$ cat config.mk
export PLATFORM = sky130hd
export DESIGN_NAME = security_mode_controller
export DESIGN_NICKNAME = d
export VERILOG_FILES = /design/src/rtl/sec_ctrl_pkg.sv /design/src/rtl/sec_delay_timer.sv /design/src/rtl/security_mode_controller.sv
export SDC_FILE = /design/constraint.sdc
export NUM_CORES = 1
export LEC_CHECK = 0
export ABC_AREA = 1
export CAP_MARGIN = 20
export CORE_ASPECT_RATIO = 1.5
export CORE_UTILIZATION = 55
export CTS_BUF_LIST = sky130_fd_sc_hd__clkbuf_8
export CTS_CLUSTER_DIAMETER = 50
export DETAILED_ROUTE_END_ITERATION = 12
export HOLD_SLACK_MARGIN = 0.05
export PLACE_DENSITY = 0.75
export REMOVE_ABC_BUFFERS = 1
export SYNTH_ARGS = -nofsm -noshare
export SYNTH_HDL_FRONTEND = slang
export SYNTH_SLANG_ARGS = --single-unit
export TNS_END_PERCENT = 10
$ cat constraint.sdc
create_clock -name clk -period 1.73 [get_ports clk]
set_input_delay 0.346 -clock clk [delete_from_list [all_inputs] [get_ports clk]]
set_output_delay 0.346 -clock clk [all_outputs]
set_load 0.02 [all_outputs]
$ cat src/rtl/sec_ctrl_pkg.sv
// Shared mode codes and FSM state type for the security controller and the display's mode decode.
package sec_ctrl_pkg;

    localparam logic [2:0] MODE_UNARM   = 3'b000;
    localparam logic [2:0] MODE_ARMS    = 3'b001;
    localparam logic [2:0] MODE_ARMA    = 3'b010;
    localparam logic [2:0] MODE_RESET   = 3'b011;
    localparam logic [2:0] MODE_DISPLAY = 3'b100;
    localparam logic [2:0] MODE_BLANK   = 3'b111;

    typedef enum logic [2:0] {
        DISARMED   = 3'd0,
        EXIT       = 3'd1,
        ARMED_STAY = 3'd2,
        ARMED_AWAY = 3'd3,
        ALARM      = 3'd4,
        CODE_ENTRY = 3'd5,
        RESET_MSG  = 3'd6
    } state_t;

    function automatic logic [2:0] mode_of(input state_t s);
        case (s)
            EXIT, ARMED_AWAY: mode_of = MODE_ARMA;
            ARMED_STAY:       mode_of = MODE_ARMS;
            ALARM:            mode_of = MODE_BLANK;
            CODE_ENTRY:       mode_of = MODE_DISPLAY;
            RESET_MSG:        mode_of = MODE_RESET;
            default:          mode_of = MODE_UNARM;
        endcase
    endfunction

    function automatic logic is_armed(input state_t s);
        is_armed = (s == EXIT) || (s == ARMED_STAY) || (s == ARMED_AWAY) || (s == ALARM);
    endfunction

endpackage

$ cat src/rtl/sec_delay_timer.sv
// Loadable down-counter shared by the exit delay and the reset-message hold; done while count is zero.
module sec_delay_timer #(
    parameter int CNT_W = 32
) (
    input  logic             clk,
    input  logic             rst_n,
    input  logic             load,
    input  logic [CNT_W-1:0] load_val,
    output logic             done
);

    logic [CNT_W-1:0] count_q;

    // NOTE: sequential state uses non-blocking assignments so every register samples pre-edge values.
    always_ff @(posedge clk or negedge rst_n) begin
        if (!rst_n) begin
            count_q <= '0;
        end else if (load) begin
            count_q <= load_val;
        end else if (count_q != '0) begin
            count_q <= count_q - CNT_W'(1);
        end
    end

    assign done = (count_q == '0);

endmodule

$ cat src/rtl/security_mode_controller.sv
// Arming/disarming FSM with exit delay, sensor alarm and passcode check driving the mode/msg display.
// Optional consecutive-failure lockout is enabled by defining SEC_FAIL_LOCKOUT_EN.
module security_mode_controller
    import sec_ctrl_pkg::*;
#(
    parameter logic [3:0]  PASSCODE    = 4'b1010,
    parameter int unsigned EXIT_CYCLES = 250,
    parameter int unsigned HOLD_CYCLES = 100,
    parameter int          CNT_W       = 32
) (
    input  logic       clk,
    input  logic       rst_n,
    input  logic       btn_stay,
    input  logic       btn_away,
    input  logic       btn_enter,
    input  logic [3:0] code_sw,
    input  logic [1:0] sensor,
    output logic [2:0] mode,
    output logic [3:0] msg,
    output logic       armed,
    output logic       alarm
);

    localparam logic [CNT_W-1:0] EXIT_VAL = CNT_W'(EXIT_CYCLES - 1);
    localparam logic [CNT_W-1:0] HOLD_VAL = CNT_W'(HOLD_CYCLES - 1);

    state_t           state_q, state_d;
    state_t           origin_q, origin_d;
    logic             btn_stay_q, btn_away_q, btn_enter_q;
    logic             started_q;
    logic [2:0]       mode_q;
    logic [3:0]       msg_q;
    logic             armed_q, alarm_q;
    logic             timer_load, timer_done;
    logic [CNT_W-1:0] timer_val;
    logic             rise_stay, rise_away, rise_enter;

`ifdef SEC_FAIL_LOCKOUT_EN
    logic [1:0] fail_cnt_q, fail_cnt_d;
`endif

    // Edges are suppressed on the first cycle after reset so a button held through reset never acts.
    assign rise_stay  = started_q & btn_stay  & ~btn_stay_q;
    assign rise_away  = started_q & btn_away  & ~btn_away_q;
    assign rise_enter = started_q & btn_enter & ~btn_enter_q;

    sec_delay_timer #(.CNT_W(CNT_W)) u_timer (
        .clk      (clk),
        .rst_n    (rst_n),
        .load     (timer_load),
        .load_val (timer_val),
        .done     (timer_done)
    );

    // NOTE: every signal gets a default before the case so no path leaves it unassigned (no latches).
    always_comb begin
        state_d    = state_q;
        origin_d   = origin_q;
        timer_load = 1'b0;
        timer_val  = EXIT_VAL;
`ifdef SEC_FAIL_LOCKOUT_EN
        fail_cnt_d = fail_cnt_q;
`endif
        case (state_q)
            DISARMED: begin
                if (rise_stay) begin
                    state_d = ARMED_STAY;
                end else if (rise_away) begin
                    state_d    = EXIT;
                    timer_load = 1'b1;
                end
            end
            EXIT: begin
                if (rise_enter) begin
                    state_d  = CODE_ENTRY;
                    origin_d = EXIT;
                end else if (timer_done) begin
                    state_d = ARMED_AWAY;
                end
            end
            ARMED_STAY: begin
                if (sensor[0]) begin
                    state_d = ALARM;
                end else if (rise_enter) begin
                    state_d  = CODE_ENTRY;
                    origin_d = ARMED_STAY;
                end
            end
            ARMED_AWAY: begin
                if (|sensor) begin
                    state_d = ALARM;
                end else if (rise_enter) begin
                    state_d  = CODE_ENTRY;
                    origin_d = ARMED_AWAY;
                end
            end
            ALARM: begin
                if (rise_enter) begin
                    state_d  = CODE_ENTRY;
                    origin_d = ALARM;
                end
            end
            CODE_ENTRY: begin
                if (rise_enter) begin
                    if (code_sw == PASSCODE) begin
                        state_d    = RESET_MSG;
                        timer_load = 1'b1;
                        timer_val  = HOLD_VAL;
`ifdef SEC_FAIL_LOCKOUT_EN
                        fail_cnt_d = 2'd0;
`endif
                    end else begin
                        state_d = origin_q;
`ifdef SEC_FAIL_LOCKOUT_EN
                        if (fail_cnt_q == 2'd2) begin
                            state_d    = ALARM;
                            fail_cnt_d = 2'd0;
                        end else begin
                            fail_cnt_d = fail_cnt_q + 2'd1;
                        end
`endif
                        // Returning to EXIT restarts the full exit delay.
                        timer_load = (state_d == EXIT);
                    end
                end
            end
            RESET_MSG: begin
                if (timer_done) begin
                    state_d = DISARMED;
                end
            end
            default: state_d = DISARMED;
        endcase
    end

    always_ff @(posedge clk or negedge rst_n) begin
        if (!rst_n) begin
            state_q     <= DISARMED;
            origin_q    <= DISARMED;
            btn_stay_q  <= 1'b0;
            btn_away_q  <= 1'b0;
            btn_enter_q <= 1'b0;
            started_q   <= 1'b0;
            mode_q      <= MODE_UNARM;
            msg_q       <= 4'd0;
            armed_q     <= 1'b0;
            alarm_q     <= 1'b0;
        end else begin
            state_q     <= state_d;
            origin_q    <= origin_d;
            btn_stay_q  <= btn_stay;
            btn_away_q  <= btn_away;
            btn_enter_q <= btn_enter;
            started_q   <= 1'b1;
            mode_q      <= mode_of(state_d);
            msg_q       <= (state_d == CODE_ENTRY) ? code_sw : 4'd0;
            armed_q     <= is_armed(state_d);
            alarm_q     <= (state_d == ALARM) || (state_d == CODE_ENTRY && origin_d == ALARM);
        end
    end

`ifdef SEC_FAIL_LOCKOUT_EN
    always_ff @(posedge clk or negedge rst_n) begin
        if (!rst_n) begin
            fail_cnt_q <= 2'd0;
        end else begin
            fail_cnt_q <= fail_cnt_d;
        end
    end
`endif

    assign mode  = mode_q;
    assign msg   = msg_q;
    assign armed = armed_q;
    assign alarm = alarm_q;

endmodule

==> run summary, run 1 <==
Initial antenna violation count: 0
Die span in y: 93.0 um
Crit-path max cell delay: 420 ps
Vias in the first global route: 3041
Kind of critical path: reg2reg
Worst setup margin: -23.3 ps
Final cycle utilization of the critical path: 1.01
Status: finished with violations
Post-synth top area share: 0.421
HP Start: u_timer.count_q[2]
Seq cells post-synth: 51
Worst r2r src: u_timer.count_q[25]
Power density cells: 1700 nW/um^2
Sequential-to-total area share from yosys stat: 0.421
GRT Resource Usage Total: 0.288
Die W: 62.6 um
Row count: 32
Placed cell area: 3570 sq um
H-tree depth: 2
CP top delay family: simple AND/OR/NAND/NOR gates
Clock buffer depth: 2
First-pass GRT wire length: 13.0 mm
Fmax: 0.570 GHz
Setup Skew: 9.95 ps
Clock transition at the registers of the reported paths: 100 ps
Cell taking the most area after synthesis: dfrtp_1
Yosys cell types: 29
Drt total wl: 7.83 mm
Ant. Diodes: 0
Final ANT Viol Nets: 0
Reg2Reg Depth: 10
Full die area: 5820 sq um
Yosys warns: 0
Post-synth ARST share: 1.00
Worst Hold Class: reg2reg
DR pass1 iterations: 4
Util after Layout: 0.722
Global placement routability congestion: 0.981
I/O Pins: 20
Max_cap viols: 0
Area Growth Syn to Fin: 24.7%
Drc violations: 0
Hold Path End: u_timer.count_q[2]
CORE AREA: 5250 sq um
CP arrival: 1990 ps
Most frequent cell on the critical path: nor2_1
Port bufs: 19
Syn avg cell area: 7.38 sq um
Buffers and inverters on the worst path: 2
Failing checks: setup timing
Final nets: 485
Final Power: 6.42 mW
Minimum clock period: 1750 ps
Starting Density: 0.578
Worst reg2reg path endpoint: mode[0]
Post-route design area: 3780 sq um
Synth area leaders: dfrtp_1 (42%), nor2_1 (11%), nand2_1 (10%)
RSZ-0062 raised after global routing: true
Crit path max fanout: 4
Worst setup SP type: register
Sink Count: 51
Mapped Area: 3030 sq um
Number of DRC markers in iteration 0: 152
Synth Flop Type: dfrtp_1
Pleak: 1.96 nW
Mean routed wirelength per cell: 14.5 um
Via-to-Cell Ratio: 5.38
Count leader, synth: nor2_1
Final setup violation count: 1
Root Buffer Master: clkbuf_8
R2R Setup Slk: -20 ps
Largest net degree at the start of global routing: 52
CTS buffer count: 5
Gr ovfl total: 0
Max rail drop VDD: 1240 uV
Mapped Cells: 411
Post-DP HPWL: 6.07 mm
Final Max Slew Viols: 0
Hold Path Cell Cnt: 1
Worst path cell trace: nor2_1 > nand2_1 > inv_1 > nand3_1 > nor2_1 > nand2_1 > nor2_1 > nor2_4 > buf_4 > a21oi_1
Fraction of layout instances using a drive strength above 1: 0.192
EDFF count, synth: 0
Post-synth top cells: nor2_1 (88), nand2_1 (83), dfrtp_1 (51), inv_1 (43), nand3_1 (31)
CP required: 1970 ps
Final Hold Viols: 0
Via count: 2912
Worst setup EP type: register
CTS tree: built
Crit-path slowest cell: dfrtp_1
Clock latency on the worst-skew pair: 310 ps
==> final cells by class <==
cell class                 instances  area, sq um
multi-input combinational        312         1630
tap                               68         85.1
clock inverter                     3         46.3
timing repair buffer              58          518
clock buffer                       5         68.8
sequential                        51         1280
fill                             424         1460
inverter                          44          165
==> metal layers <==
metal / wire [um] / vias up / track usage
met2: 4330 / 82 / 0.563
met4: 427 / 0 / 0.180
li1: - / 1425 / -
met5: 0 / - / 0
met1: 2890 / 1371 / 0.283
met3: 179 / 34 / 0.0283
==> cells in the final DEF, fill, tap and decap left out, types with 3 or more instances in the layout <==
master / instances
dfrtp_1: 51
xor2_1: 23
nor3_1: 20
nor2_4: 6
nor3_2: 5
inv_2: 6
nand3_1: 31
a21oi_1: 8
nand4_1: 10
nor2_2: 17
inv_1: 38
o21ai_0: 10
nor2_1: 79
clkbuf_8: 5
nand2_1: 82
clkdlybuf4s50_1: 18
buf_4: 35
buf_12: 3
==> registers in the layout, summed over array words and instances, names as in the netlist, 3 cells and up <==
signal,flops
msg,4
u_timer.count_q,32
state_q,3
origin_q,3
mode,3
==> worst max path at each step <==
stage / cells after the start / to / slack, ps / startpoint
final: 10 / mode[0] / -20 / u_timer.count_q[25]
after global routing: 10 / mode[0] / -140 / u_timer.count_q[27]
after CTS: 12 / msg[2] / -30 / u_timer.count_q[1]
after detailed placement: 9 / alarm / -330 / btn_enter
after global placement: 9 / alarm / -290 / btn_enter
after floorplan: 12 / msg[0] / 120 / u_timer.count_q[0]
==> through the flow <==
stage / hold WS (ps) / setup TNS (ps) / setup WS [ps] / cells
floorplan: 50.4 / 0 / 115 / 407
finish: 530 / -23.3 / -23.3 / 541
detailed placement: 361 / -8240 / -328 / 529
global placement: 349 / -6790 / -294 / 529
global route: 546 / -1090 / -137 / 541
CTS: 532 / -48.5 / -26.6 / 541
==> report_power, final <==
| part | internal, mW | switching, mW |
|---|---|---|
| registers | 1.57 | 0.333 |
| logic | 1.44 | 2.24 |
| clock network | 0.436 | 0.408 |
| total | 3.44 | 2.98 |
==> repair_timing <==
item	4_1_cts	5_1_grt
resized for setup	7	18
buffers inserted	3	0
cloned	0	0
pin swaps	6	3
hold endpoints to repair	51	0
endpoints found under the setup margin	6	38
hold buffers	1	0
==> cells by family after synthesis <==
family                   Yosys count  share of synthesized area
buffers and inverters             48                     0.0652
adder cells (fa/ha/maj)            2                    0.00825
flip-flops                        51                      0.421
AND/OR/NAND/NOR                  260                      0.389
AO/OA/AOI/OAI                     24                     0.0437
other                              1                    0.00124
XOR/XNOR                          25                     0.0722
Note: power is estimated with default switching activity, not from simulation.
==> inputs of run 2 (changes only) <==
--- a/config.mk
+++ b/config.mk
@@ -8,6 +8,7 @@
 export ABC_AREA = 1
 export CAP_MARGIN = 20
 export CORE_ASPECT_RATIO = 1.5
+export CORE_MARGIN = 2
 export CORE_UTILIZATION = 55
 export CTS_BUF_LIST = sky130_fd_sc_hd__clkbuf_8
 export CTS_CLUSTER_DIAMETER = 50
@@ -15,6 +16,7 @@
 export HOLD_SLACK_MARGIN = 0.05
 export PLACE_DENSITY = 0.75
 export REMOVE_ABC_BUFFERS = 1
+export SETUP_SLACK_MARGIN = 0.3
 export SYNTH_ARGS = -nofsm -noshare
 export SYNTH_HDL_FRONTEND = slang
 export SYNTH_SLANG_ARGS = --single-unit
==> run 2 against run 1 <==
Against the previous run:
- the flow now finishes without violations
- clock power increased by 0.9%
- flip-flop and latch count unchanged
- first-iteration DRC count increased by 1.3%
- setup slack improved by 54 ps
- sequential share of layout area decreased by 1.2 points
- maximum frequency increased by 3.2%
- global-route usage decreased by 2.5 points
- die area increased by 5.4%
- final cell count decreased by 0.18%
- routed wire length decreased by 0.73%
- hold slack got worse by 160 ps
- largest cell class unchanged
==> run summary, run 2 (synthesis gave the netlist of run 1 again) <==
Status: completed
Vias in the first global route: 2932
Port bufs: 19
Die W: 64.6 um
Drt total wl: 7.77 mm
Setup WS pre-CTS: -290 ps
Worst setup EP type: register
Gr ovfl total: 0
CORE AREA: 5410 sq um
Area Growth Syn to Fin: 29.8%
H-tree depth: 2
Ant. Diodes: 0
Final Max Slew Viols: 0
Max rail drop VDD: 1000 uV
R2R Setup Slk: 30 ps
Drc violations: 0
Final Hold Viols: 0
CTS buffer count: 5
Worst reg2reg path endpoint: msg[2]
Final cycle utilization of the critical path: 0.982
Fmax: 0.589 GHz
Worst r2r src: u_timer.count_q[8]
Most common cell after layout, fill and taps aside: nand2_1
Post-route design area: 3940 sq um
Post-DP HPWL: 5.87 mm
Starting Density: 0.561
I/O Pins: 20
Crit-path slowest cell: dfrtp_1
DR pass1 iterations: 5
First-pass GRT wire length: 12.3 mm
CTS tree: built
Die span in y: 95.0 um
CP arrival: 1900 ps
Crit path max fanout: 4
Worst path cell trace: nor2_2 > nand2_1 > nor2_1 > nand2_1 > o21ai_2 > buf_4 > nand3b_1 > nand3_2 > nor2_1
Final setup violation count: 0
CP required: 1930 ps
Initial antenna violation count: 0
Post-Place Cells: 524
Mean routed wirelength per cell: 14.4 um
Power density cells: 1720 nW/um^2
Fraction of layout instances using a drive strength above 1: 0.287
Clock latency on the worst-skew pair: 310 ps
Minimum clock period: 1700 ps
Worst Hold Class: in2reg
Via count: 2867
Setup Skew: 7.24 ps
Via-to-Cell Ratio: 5.31
Commonest cells after routing, fill and taps aside: nand2_1 (72), nor2_1 (57), dfrtp_1 (48)
Reg2Reg Depth: 9
Worst setup margin: 31.2 ps
Clock transition at the registers of the reported paths: 90 ps
Final ANT Viol Nets: 0
Largest net degree at the start of global routing: 34
CP top delay family: simple AND/OR/NAND/NOR gates
Hold Path End: btn_enter_q
Global placement routability congestion: 0.997
GRT Resource Usage Total: 0.263
Row count: 33
Pleak: 2.01 nW
Root Buffer Master: clkbuf_8
Max reg flops: 32
Crit-path max cell delay: 440 ps
Buffers and inverters on the worst path: 1
Worst setup SP type: register
Hold Path Cell Cnt: 1
Full die area: 6140 sq um
RSZ-0062 raised after global routing: true
Sink Count: 51
Kind of critical path: reg2reg
Most flop-heavy register: u_timer.count_q
Placed cell area: 3510 sq um
Final Power: 6.76 mW
Layout Cells excl Fill: 540
Max_cap viols: 0
HP Start: btn_enter
Final nets: 482
Number of DRC markers in iteration 0: 154
Clock buffer depth: 2
run 2: changes by cell type in the layout (fill, tap and decap cells not counted), moves of 9 or more:
cell	change
nand2_2	+10
nand2_1	-10
nor2_2	+13
dlygate4sd2_1	+10
clkdlybuf4s50_1	-10
nor2_1	-22
nor2_4	+9
run 2: repair_timing:
action / CTS / global route
hold buffers: 1 / 0
pin swaps: 28 / 22
setup endpoints to repair: 55 / 47
hold endpoints to repair: 18 / 0
gates cloned: 0 / 0
resized for setup: 48 / 53
buffers inserted: 5 / 2
run 2: report_power, final:
group	switching (mW)	internal [mW]	total [mW]	leakage (nW)
Clock	0.413	0.439	0.852	0.0587
Sequential	0.391	1.57	1.96	0.662
Combinational	2.41	1.53	3.94	1.29
Total	3.22	3.54	6.76	2.01
run 2: cell type report:
cell class                      instances  area [sq um]
Fill cell                             426          1470
Tap cell                               70          87.6
Clock inverter                          3          47.5
Inverter                               44           168
Sequential cell                        51          1280
Clock buffer                            5          68.8
Timing Repair Buffer                   55           482
Multi-Input combinational cell        312          1800
run 2: layer usage:
metal | track usage | routed length, um | up-vias
met3 | 0.0369 | 186 | 42
met2 | 0.493 | 4240 | 75
met5 | 0 | 0 | -
li1 | - | - | 1423
met4 | 0.215 | 549 | 0
met1 | 0.249 | 2790 | 1327
run 2: worst max path at each step:
stage,end,slack [ps],cells after the start,startpoint
floorplan,msg[0],120,12,u_timer.count_q[0]
global placement,alarm,-260,9,btn_enter
detailed placement,msg[1],-290,8,sensor[0]
CTS,msg[1],0.3,12,u_timer.count_q[1]
global route,msg[3],-70,12,u_timer.count_q[1]
finish,msg[2],30,9,u_timer.count_q[8]
run 2: per-stage QoR:
| step | setup TNS, ps | hold slack (ps) | util |
|---|---|---|---|
| detailed placement | -8240 | 323 | 0.649 |
| finish | 0 | 372 | 0.728 |
| CTS | 0 | 367 | 0.696 |
| floorplan | 0 | 50.4 | - |
| global placement | -6140 | 319 | 0.649 |
| global route | -503 | 358 | 0.728 |
==> inputs of run 3 (changes only) <==
--- a/config.mk
+++ b/config.mk
@@ -17,6 +17,7 @@
 export PLACE_DENSITY = 0.75
 export REMOVE_ABC_BUFFERS = 1
 export SETUP_SLACK_MARGIN = 0.3
+export SKIP_CTS_REPAIR_TIMING = 1
 export SYNTH_ARGS = -nofsm -noshare
 export SYNTH_HDL_FRONTEND = slang
 export SYNTH_SLANG_ARGS = --single-unit
==> run 3 against run 2 <==
Against the previous run:
- the flow now finishes with violations (setup timing)
- sequential share of layout area is 1.0 points higher
- register-to-register slack worse by 50 ps
- critical path type unchanged
- largest cell class unchanged
- power is 3.6% lower
- hold slack better by 150 ps
- flip-flop and latch count stayed put
- global-route usage is 0.65 points lower
- clock skew hardly changed
- clock power is 1% lower
==> run summary, run 3 (synthesis gave the netlist of run 1 again) <==
Status: finished with violations
Failing checks: setup timing
Met2 Resource Use GR: 0.492
Worst Hold Class: in2async
Most flop-heavy register: u_timer.count_q
Pleak: 2.08 nW
Fraction of layout instances using a drive strength above 1: 0.227
Commonest cells after routing, fill and taps aside: nand2_1 (80), nor2_1 (64), dfrtp_1 (50)
First-pass GRT wire length: 12.0 mm
Die span in y: 95.0 um
DR pass1 iterations: 5
Ant. Diodes: 0
Final nets: 479
Minimum clock period: 1750 ps
M3 GR Usage: 0.0322
Sink Count: 51
Worst setup EP type: register
Initial antenna violation count: 0
I/O Pins: 20
Kind of critical path: reg2reg
RSZ-0062 raised after global routing: true
M1 GR Usage: 0.246
Area Growth Syn to Fin: 25.6%
Final Power: 6.52 mW
Via-to-Cell Ratio: 5.28
Number of DRC markers in iteration 0: 129
Final Max Slew Viols: 0
CTS tree: built
CTS buffer count: 5
Final setup violation count: 4
Crit path max fanout: 4
Clock latency on the worst-skew pair: 300 ps
Vias in the first global route: 2883
Fmax: 0.570 GHz
CORE AREA: 5410 sq um
Final cycle utilization of the critical path: 1.01
Post-route design area: 3810 sq um
Port bufs: 19
Gr ovfl total: 0
Die W: 64.6 um
CP required: 1920 ps
Drt total wl: 7.55 mm
H-tree depth: 2
Max_cap viols: 0
Placed cell area: 3510 sq um
Drc violations: 0
Setup Skew: 7.04 ps
Mean routed wirelength per cell: 14.1 um
Max rail drop VDD: 1040 uV
Row count: 33
Global placement routability congestion: 0.997
GRT Resource Usage Total: 0.256
Final ANT Viol Nets: 0
CP arrival: 1940 ps
Max reg flops: 32
Full die area: 6140 sq um
Worst setup margin: -23.4 ps
Post-DP HPWL: 5.87 mm
Most Used Layer, Global Route: met2
Clock transition at the registers of the reported paths: 90 ps
Power density cells: 1710 nW/um^2
Setup TNS: -57.5 ps
Root Buffer Master: clkbuf_8
Starting Density: 0.561
Worst setup SP type: register
Clock buffer depth: 2
Most common cell after layout, fill and taps aside: nand2_1
Via count: 2835
Number of fillers in the final layout: 442
Final Hold Viols: 0
Largest net degree at the start of global routing: 34
## run 3: cell types whose count changed in the layout (fill, tap and decap cells not counted), moves of 3 or more
cell,delta
dlygate4sd2_1,-10
nand2_1,+8
nor3_1,+3
nor3_2,-3
nor2_1,+7
dlymetal6s2s_1,+9
o21ai_0,+3
nor2_2,+3
nor2_4,-10
nand2_2,-8
inv_1,+3
## run 3: final cells by class
type | count | area, sq um | share of cell area
multi-input cells | 312 | 1680 | 0.440
flip-flops and latches | 51 | 1280 | 0.335
repair buffers | 52 | 487 | 0.128
inverters | 44 | 165 | 0.0433
well taps | 70 | 87.6 | 0.0230
clock buffers | 5 | 68.8 | 0.0181
clock inverters | 3 | 47.5 | 0.0125
## run 3: per-layer routing
metal | vias up | part of all wire | wire length, um
met4 | 0 | 0.058 | 440
met3 | 37 | 0.020 | 152
met5 | - | 0 | 0
li1 | 1415 | - | -
met1 | 1313 | 0.37 | 2790
met2 | 70 | 0.55 | 4170
## run 3: power by group
| group | switching [mW] | internal [mW] | leakage [nW] |
|---|---|---|---|
| combinational | 2.27 | 1.47 | 1.36 |
| clock | 0.404 | 0.439 | 0.0587 |
| sequential | 0.365 | 1.57 | 0.665 |
## run 3: worst paths after layout
check                                     endpoint  depth (start not counted)                from  slack (ps)
worst max-delay path                       mode[0]                         12  u_timer.count_q[1]         -20
worst min-delay path            u_timer.count_q[9]                          2               rst_n         520
worst max register to register             mode[0]                         12  u_timer.count_q[1]         -20
worst min register to register  u_timer.count_q[2]                          1  u_timer.count_q[2]         530
max in group asynchronous               state_q[0]                          3               rst_n         670
min in group clk                u_timer.count_q[2]                          1  u_timer.count_q[2]         530
## run 3: stage by stage
| stage | cells | hold WS [ps] | setup WS, ps | utilization |
|---|---|---|---|---|
| detailed placement | 524 | 323 | -290 | 0.649 |
| floorplan | 407 | 50.4 | 115 | - |
| global placement | 524 | 319 | -256 | 0.649 |
| global route | 537 | 524 | -164 | 0.705 |
| finish | 537 | 525 | -23.4 | 0.705 |
| CTS | 532 | -11.0 | -53.7 | 0.670 |
## run 3: worst max-delay path: stages (launching register included)
cell,delay (ps)
dfrtp_1,400
inv_2,80
ha_4,130
inv_2,40
nor2_4,90
nand2_1,50
nor2_1,100
nand2_1,110
o21ai_2,170
nand2_1,100
nor2_4,180
buf_4,130
a21oi_1,50
